File: src/rtl/fifo_uart_tx.sv
`default_nettype none
// ============================================================================
// Module   : fifo_uart_tx
// Brief    : Pops bytes from a single-clock FIFO and serialises each one as an
//            async frame: start 0, 8 data bits LSB first, optional even parity,
//            stop 1.
// Revision : 1.0 - initial release
// ============================================================================
module fifo_uart_tx #(
    parameter int CLKS_PER_BIT = 4,
    parameter int PARITY_EN    = 0
) (
    input  logic        clk,
    input  logic        reset,
    input  logic        enable,
    input  logic        fifo_empty,
    input  logic [7:0]  fifo_data,
    output logic        fifo_get,
    output logic        tx,
    output logic        busy,
    output logic        frame_done,
    output logic [15:0] frames_sent
);

    localparam logic [2:0] c_st_idle   = 3'd0;
    localparam logic [2:0] c_st_req    = 3'd1;
    localparam logic [2:0] c_st_load   = 3'd2;
    localparam logic [2:0] c_st_start  = 3'd3;
    localparam logic [2:0] c_st_data   = 3'd4;
    localparam logic [2:0] c_st_parity = 3'd5;
    localparam logic [2:0] c_st_stop   = 3'd6;

    localparam logic [7:0] c_baud_last = 8'(CLKS_PER_BIT - 1);
    localparam logic [2:0] c_last_bit  = 3'd7;

    logic [2:0] r_state;
    logic [2:0] w_state_nxt;
    logic [7:0] r_baud;
    logic [2:0] r_bit;
    logic [7:0] r_shift;
    logic       r_parity;

    logic       w_bit_state;
    logic       w_baud_last;
    logic       w_launch;
    logic [7:0] w_shift_nxt;
    logic       w_tx_nxt;
    logic       w_get_nxt;
    logic       w_busy_nxt;
    logic       w_done_nxt;

    assign w_bit_state = (r_state == c_st_start) || (r_state == c_st_data) ||
                         (r_state == c_st_parity) || (r_state == c_st_stop);
    assign w_baud_last = w_bit_state && (r_baud == c_baud_last);
    assign w_launch    = enable && !fifo_empty;

    // Next-state logic; fifo_empty only matters in IDLE and at the end of STOP.
    always_comb begin
        w_state_nxt = r_state;
        case (r_state)
            c_st_idle:   if (w_launch) w_state_nxt = c_st_req;
            c_st_req:    w_state_nxt = c_st_load;
            c_st_load:   w_state_nxt = c_st_start;
            c_st_start:  if (w_baud_last) w_state_nxt = c_st_data;
            c_st_data: begin
                if (w_baud_last && (r_bit == c_last_bit))
                    w_state_nxt = (PARITY_EN != 0) ? c_st_parity : c_st_stop;
            end
            c_st_parity: if (w_baud_last) w_state_nxt = c_st_stop;
            c_st_stop: begin
                if (w_baud_last)
                    w_state_nxt = w_launch ? c_st_req : c_st_idle;
            end
            default:     w_state_nxt = c_st_idle;
        endcase
    end

    always_comb begin
        w_shift_nxt = r_shift;
        if (r_state == c_st_load)
            w_shift_nxt = fifo_data;
        else if ((r_state == c_st_data) && w_baud_last)
            w_shift_nxt = {1'b0, r_shift[7:1]};
    end

    // Outputs are registered, so they are decoded from the state being entered.
    always_comb begin
        w_tx_nxt = 1'b1;
        case (w_state_nxt)
            c_st_start:  w_tx_nxt = 1'b0;
            c_st_data:   w_tx_nxt = w_shift_nxt[0];
            c_st_parity: w_tx_nxt = r_parity;
            default:     w_tx_nxt = 1'b1;
        endcase
        w_get_nxt  = (w_state_nxt == c_st_req);
        w_busy_nxt = (w_state_nxt != c_st_idle);
        w_done_nxt = (r_state == c_st_stop) && w_baud_last;
    end

    always_ff @(posedge clk or negedge reset) begin
        if (!reset) begin
            r_state  <= c_st_idle;
            r_baud   <= 8'd0;
            r_bit    <= 3'd0;
            r_shift  <= 8'd0;
            r_parity <= 1'b0;
        end else begin
            r_state <= w_state_nxt;
            r_shift <= w_shift_nxt;
            if (r_state == c_st_load)
                r_parity <= ^fifo_data;
            if (!w_bit_state || w_baud_last)
                r_baud <= 8'd0;
            else
                r_baud <= r_baud + 8'd1;
            if (r_state != c_st_data)
                r_bit <= 3'd0;
            else if (w_baud_last)
                r_bit <= r_bit + 3'd1;
        end
    end

    always_ff @(posedge clk or negedge reset) begin
        if (!reset) begin
            tx          <= 1'b1;
            fifo_get    <= 1'b0;
            busy        <= 1'b0;
            frame_done  <= 1'b0;
            frames_sent <= 16'd0;
        end else begin
            tx         <= w_tx_nxt;
            fifo_get   <= w_get_nxt;
            busy       <= w_busy_nxt;
            frame_done <= w_done_nxt;
            if (w_done_nxt)
                frames_sent <= frames_sent + 16'd1;
        end
    end

endmodule
`default_nettype wire

File: config.mk
export PLATFORM = sky130hd
export DESIGN_NAME = fifo_uart_tx
export DESIGN_NICKNAME = d
export VERILOG_FILES = /design/src/rtl/fifo_uart_tx.sv
export SDC_FILE = /design/constraint.sdc
export NUM_CORES = 1
export LEC_CHECK = 0
export CELL_PAD_IN_SITES_DETAIL_PLACEMENT = 1
export CELL_PAD_IN_SITES_GLOBAL_PLACEMENT = 1
export CORE_MARGIN = 2
export CORE_UTILIZATION = 35
export DETAILED_ROUTE_END_ITERATION = 10
export MAX_ROUTING_LAYER = met4
export PLACE_DENSITY = 0.68
export SYNTH_ARGS = -nofsm -noshare
export SYNTH_HDL_FRONTEND = slang
export SYNTH_SLANG_ARGS = --single-unit
File: constraint.sdc
create_clock -name clk -period 2.07 [get_ports clk]
set_clock_uncertainty 0.15 [all_clocks]
set_input_delay 0.5175 -clock clk [delete_from_list [all_inputs] [get_ports clk]]
set_output_delay 0.5175 -clock clk [all_outputs]
set_load 0.01 [all_outputs]
==> impl_metrics.csv, run 1 <==
group,metric,value,unit
critical_path,r2r_cells,6,
global_routing,grt_use_met3,0.02826,
floorplan,rows,28,
global_routing,top_usage_layer,"met2",
cts,clkTransAtPathRegs,0.09,ns
yosys,synth_edf_count,0,
yosys,synth_cell_type_count,45,
placed_design,io_buffers,31,
detailed_routing,drc,0,
layout,fin_nets,288,
sta,setup_slack,-0.09096,ns
layout,insertedDiodeCount,0,
global_routing,gr-usage-met1,0.2057,
yosys,synthArstFlopShare,1.000,
placed_design,dp.cells,330,
layout,fillers,656,
floorplan,dieArea,6754,sq um
sta,final_max_slew_viol_count,0,
yosys,synth.yosys.seq_area_share,0.5035,
critical_path,crit_type,"reg2reg",
cts,clk_latency,0.30,ns
placed_design,dpl.hpwl,3511,um
global_routing,grt_use_total,0.1722,
yosys,synth_warnings,0,
yosys,ys.flop_type,"dfrtp_1",
critical_path,crit_start,"r_baud[0]",
detailed_routing,drtIter0Drc,56,
pwr,power.leakage,1.433,nW
yosys,mappedNetlistArea,2140,sq um
sta,finalHoldViolCount,0,
cts,cts.sink_count,43,
global_routing,grt_pass1_vias,1919,
yosys,synth.avg_cell_area,10.64,sq um
worst_hold_path,hold_path.class,"in2async",
pwr,p_int,0.001979,W
sta,maxClockFrequency,0.4628,GHz
run,cap_violations,0,
cts,cts_root_buf,"clkbuf_8",
sta,rsz0062_at_grt,"yes",
global_routing,grt_max_degree,44,
global_routing,antenna_found_initial,0,
pwr,p_clk_frac,0.232,
sta,setup_viol,7,
yosys,synth_nets,217,
layout,post-route-cell-area,3114,sq um
placed_design,place_congestion,0.8029,
global_routing,grt_overflow,0,
yosys,synth_seq_cells,43,
sta,layout_min_cycle_time,2.161,ns
layout,multi_input_area,1141,sq um
layout,drive_gt1_frac,0.2930,
detailed_routing,post_drt_wl_per_cell,15.50,um
layout,ff_latch_area,1079,sq um
pwr,combinationalPowerShare,0.395,
floorplan,initial_core_util,0.3614,
critical_path,critPathMaxFanout,5,
layout,instances_no_fill,348,
floorplan,core_area,5921,sq um
floorplan,die_w,82.19,um
pwr,switching_share,0.3331,
global_routing,grt_first_pass_wirelength,8756,um
sta,fin_tns_setup,-0.4538,ns
critical_path,worstPathArrival,2.19,ns
cts,clockBufferDepth,2,
pwr,power_density,952.8,nW/um^2
critical_path,cp.required,2.10,ns
layout,syn_to_final_growth,45.56,%
cts,htree_levels,2,
pwr,vdd.ir_drop.worst,469.2,uV
yosys,synth_cells,201,
detailed_routing,dr_total_vias,1760,
detailed_routing,routed_wl,5395,um
status,violations,"setup timing",
global_routing,use_met2,0.2960,
sta,finalCritPeriodShare,1.044,
detailed_routing,firstDrtPassIters,4,
floorplan,ioPinCount,32,
critical_path,r2r_end,"busy",
cts,hold_buffers,0,
sta,tightest_slew,0.5642,ns
critical_path,crit_path_end_kind,"flip-flop",
cts,cts_inserted_buffers,5,
detailed_routing,vias_per_cell,5.057,
critical_path,r2r_start,"r_baud[0]",
sta,slew-limit-headroom,0.6239,
critical_path,startpoint_type,"flip-flop",
critical_path,r2r_slack,-0.09,ns
cts,cts_tree,"done",
pwr,switchingPower,0.0009883,W
placed_design,place_area,2778,sq um
floorplan,die_h,82.19,um
pwr,seqPwrFrac,0.373,
detailed_routing,ant_nets,0,
status,status,"complete, but fails checks",
[per-layer routing]
| layer | share of wire | up-vias |
|---|---|---|
| met5 | 0 | - |
| met1 | 0.43 | 886 |
| met2 | 0.53 | 28 |
| met4 | 0.012 | 0 |
| met3 | 0.027 | 8 |
| li1 | - | 838 |
[layout make-up]
cell class | count | share of cell area
tap | 75 | 0.03013
clock inverter | 2 | 0.01125
clock buffer | 6 | 0.02652
timing repair buffer | 70 | 0.2097
inverter | 8 | 0.009642
multi-input combinational | 144 | 0.3664
sequential | 43 | 0.3463
[repair_timing]
item	4_1_cts	5_1_grt
setup endpoints to repair	11	18
resized for setup	8	27
buffers inserted	4	7
pin swaps	1	19
[power groups by stage]
| stage | logic, W | registers, W | clock network (W) |
|---|---|---|---|
| floorplan | 0.000616 | 0.00112 | 0 |
| global placement | 0.00101 | 0.00112 | 0 |
| detailed placement | 0.00103 | 0.00113 | 0 |
| CTS | 0.00107 | 0.00111 | 0.000705 |
| global route | 0.00130 | 0.00113 | 0.000741 |
| finish | 0.00117 | 0.00111 | 0.000688 |
[cell usage after synthesis (5+ instances only)]
library cell  number  area share
dfrtp_1           42        0.49
xnor2_1           20       0.082
nand2_1           16       0.028
nor2_1            16       0.028
nand3_1           13       0.030
xor2_1            11       0.045
inv_1              8       0.014
nand4_1            5       0.015
nor3_1             5       0.012
[sequential cells by signal (all words and copies together) (netlist names)]
register / count
r_shift: 8
frame_done: 1
r_state: 3
frames_sent: 16
r_baud: 8
tx: 1
busy: 1
fifo_get: 1
r_parity: 1
r_bit: 3
[placed cells by master, fill, tap and decap left out, types with 8 or more instances in the layout]
master	instances
buf_4	30
dfrtp_1	41
clkdlybuf4s50_1	30
nand2_1	15
xnor2_1	19
nor2_1	12
xor2_1	11
nand3_1	12
inv_1	8
[through the flow]
step | total power [W] | hold WS [ns] | utilization | setup slack (ns)
2_1_floorplan | 0.001740 | 0.07191 | - | -0.03646
3_3_place_gp | 0.002131 | 0.3101 | 0.4691 | -0.1454
3_5_place_dp | 0.002156 | 0.3180 | 0.4691 | -0.1673
4_1_cts | 0.002891 | 0.1602 | 0.5019 | -0.07512
5_1_grt | 0.003170 | 0.1980 | 0.5260 | -0.1880
6_report | 0.002967 | 0.1297 | 0.5260 | -0.09096
[cell families (layout without fill, tap and decap cells)]
group / Yosys count / after routing / synth area share
AO/OA/AOI/OAI: 21 / 21 / 0.07134
XOR/XNOR: 31 / 31 / 0.1269
adder cells (fa/ha/maj): 4 / 4 / 0.02339
buffers and inverters: 14 / 86 / 0.02865
flip-flops: 43 / 43 / 0.5035
multiplexers: 4 / 4 / 0.01930
AND/OR/NAND/NOR: 84 / 84 / 0.2269
[worst max-delay path: stages (launching register included)]
cell,delay (ns)
dfrtp_1,0.37
ha_2,0.19
or3b_4,0.44
buf_12,0.15
o31ai_2,0.26
nand4_4,0.15
or3_1,0.33
[how the worst max path moves through the flow]
| stage | slack, ns | to | depth (start not counted) |
|---|---|---|---|
| after floorplan | -0.04 | tx | 6 |
| after global placement | -0.15 | busy | 6 |
| after detailed placement | -0.17 | busy | 6 |
| after CTS | -0.08 | tx | 6 |
| after global routing | -0.19 | r_shift[2] | 7 |
| final | -0.09 | busy | 6 |
Power figures use the tool's default switching activity.
==> inputs of run 2 (changes only) <==
- CAP_MARGIN: unset -> 10
- CORE_ASPECT_RATIO: unset -> 2
- SKIP_LAST_GASP: unset -> 1
==> run 2 against run 1 <==
  * The run still ends with setup timing left
  * Worst setup slack gained 0.039 ns
  * Final cell count shrank 3.7%
  * Clock-buffer cell count is the same
==> impl_metrics.csv, run 2 (same netlist as run 1, synthesis figures left out) <==
group,metric,value,unit
placed_design,dpl.hpwl,3775,um
global_routing,grt_overflow,0,
layout,fin_nets,288,
sta,rsz0062_at_grt,"yes",
cts,cts.sink_count,43,
cts,cts_inserted_buffers,5,
cts,htree_levels,2,
floorplan,dieArea,6792,sq um
layout,largest_register_ff_count,16,
critical_path,worstPathArrival,2.18,ns
sta,finalCritPeriodShare,1.025,
critical_path,crit_start,"r_baud[4]",
critical_path,r2r_start,"r_baud[4]",
pwr,switchingPower,0.001008,W
pwr,switching_share,0.3285,
critical_path,cp.required,2.13,ns
run,cap_violations,0,
global_routing,grt_pass1_vias,1955,
layout,instances_no_fill,335,
sta,setup_slack,-0.05195,ns
detailed_routing,dr_total_vias,1725,
cts,clkTransAtPathRegs,0.06,ns
layout,top_regs,"frames_sent x16, r_baud x8, r_shift x8",
critical_path,crit_path_end_kind,"flip-flop",
sta,slew-limit-headroom,0.6302,
layout,largest_register,"frames_sent",
sta,fin_tns_setup,-0.06070,ns
pwr,power_density,980.7,nW/um^2
sta,setup_viol,3,
pwr,vdd.ir_drop.worst,602.8,uV
pwr,p_int,0.002060,W
cts,cts_root_buf,"clkbuf_16",
layout,drive_gt1_frac,0.2794,
critical_path,startpoint_type,"flip-flop",
layout,insertedDiodeCount,0,
sta,hold_ws,0.1564,ns
worst_hold_path,hold_path.class,"in2async",
sta,maxClockFrequency,0.4713,GHz
sta,finalHoldViolCount,0,
floorplan,core_area,5956,sq um
placed_design,place_congestion,0.7659,
floorplan,initial_core_util,0.3592,
detailed_routing,routed_wl,5387,um
floorplan,die_h,114.6,um
global_routing,grt_use_total,0.1890,
cts,clockBufferDepth,2,
layout,layout_common_cells,"42 x dfrtp_1, 32 x buf_4, 30 x clkdlybuf4s50_1, 19 x xnor2_1, 16 x nand2_1",
global_routing,antenna_found_initial,0,
status,status,"complete, but fails checks",
cts,cts_tree,"done",
floorplan,rows,40,
placed_design,io_buffers,31,
detailed_routing,ant_nets,0,
global_routing,grt_max_degree,44,
sta,layout_min_cycle_time,2.122,ns
cts,clk_latency,0.28,ns
layout,syn_to_final_growth,46.20,%
detailed_routing,vias_per_cell,5.149,
global_routing,grt_first_pass_wirelength,9211,um
pwr,power.leakage,1.411,nW
floorplan,die_w,59.29,um
status,violations,"setup timing",
placed_design,dp.cells,320,
critical_path,critPathMaxFanout,8,
layout,finish.utilization,0.5252,
detailed_routing,post_drt_wl_per_cell,16.08,um
detailed_routing,firstDrtPassIters,4,
layout,final_common_cell,"dfrtp_1",
sta,tightest_slew,0.5547,ns
pwr,p_clk_frac,0.251,
placed_design,preCtsSetupSlack,-0.1534,ns
floorplan,ioPinCount,32,
detailed_routing,drtIter0Drc,57,
detailed_routing,drc,0,
pwr,combinationalPowerShare,0.378,
sta,final_max_slew_viol_count,0,
critical_path,crit_type,"reg2reg",
pwr,seqPwrFrac,0.372,
-- run 2: critical path: stages (launching register included) --
cell and delay [ns]:
dfrtp_1 0.39, or4_4 0.52, buf_8 0.17, or4_4 0.49, nand4_4 0.13, xnor2_2 0.12, nand3_1 0.08
-- run 2: layer usage --
layer | routed length, um | GRT usage | vias up
met1 | 1860 | 0.1774 | 855
met2 | 3278 | 0.3421 | 32
met4 | 104 | 0.09091 | 0
met5 | 0 | - | -
li1 | - | - | 832
met3 | 143 | 0.04407 | 6
-- run 2: final timing paths --
kind / endpoint / slack (ns) / depth (start not counted)
worst max-delay path: tx / -0.05 / 6
min in group clk: frames_sent[15] / 0.32 / 1
worst min register to register: frames_sent[15] / 0.32 / 1
max in group asynchronous: r_baud[5] / 1.23 / 2
worst max register to register: tx / -0.05 / 6
worst min-delay path: frames_sent[15] / 0.16 / 2
-- run 2: area by class of cell --
type                       instances  area (sq um)
clock buffer                       6         138.9
clock inverter                     1         5.005
fill                             640          2828
inverter                           8         30.03
multi-input combinational        144          1145
sequential                        43          1077
tap                               63         78.83
timing repair buffer              70         653.1
-- run 2: per-stage QoR --
step / power, W / area, sq um
2_1_floorplan: 0.001740 / 2173
3_3_place_gp: 0.002131 / 2778
3_5_place_dp: 0.002165 / 2778
4_1_cts: 0.003035 / 3013
5_1_grt: 0.003271 / 3128
6_report: 0.003068 / 3128
-- run 2: what timing repair did --
item,4_1_cts,5_1_grt
endpoints found under the hold margin,0,0
buffers inserted,3,5
resized for setup,15,15
endpoints found under the setup margin,8,19
pin swaps,4,9
hold buffers,0,0
gates cloned,1,0
-- run 2: power groups by stage --
stage / clock [W] / sequential, W / combinational, W
finish: 0.000769 / 0.00114 / 0.00116
global route: 0.000839 / 0.00116 / 0.00127
CTS: 0.000798 / 0.00114 / 0.00110
detailed placement: 0 / 0.00115 / 0.00102
global placement: 0 / 0.00114 / 0.000991
floorplan: 0 / 0.00112 / 0.000616
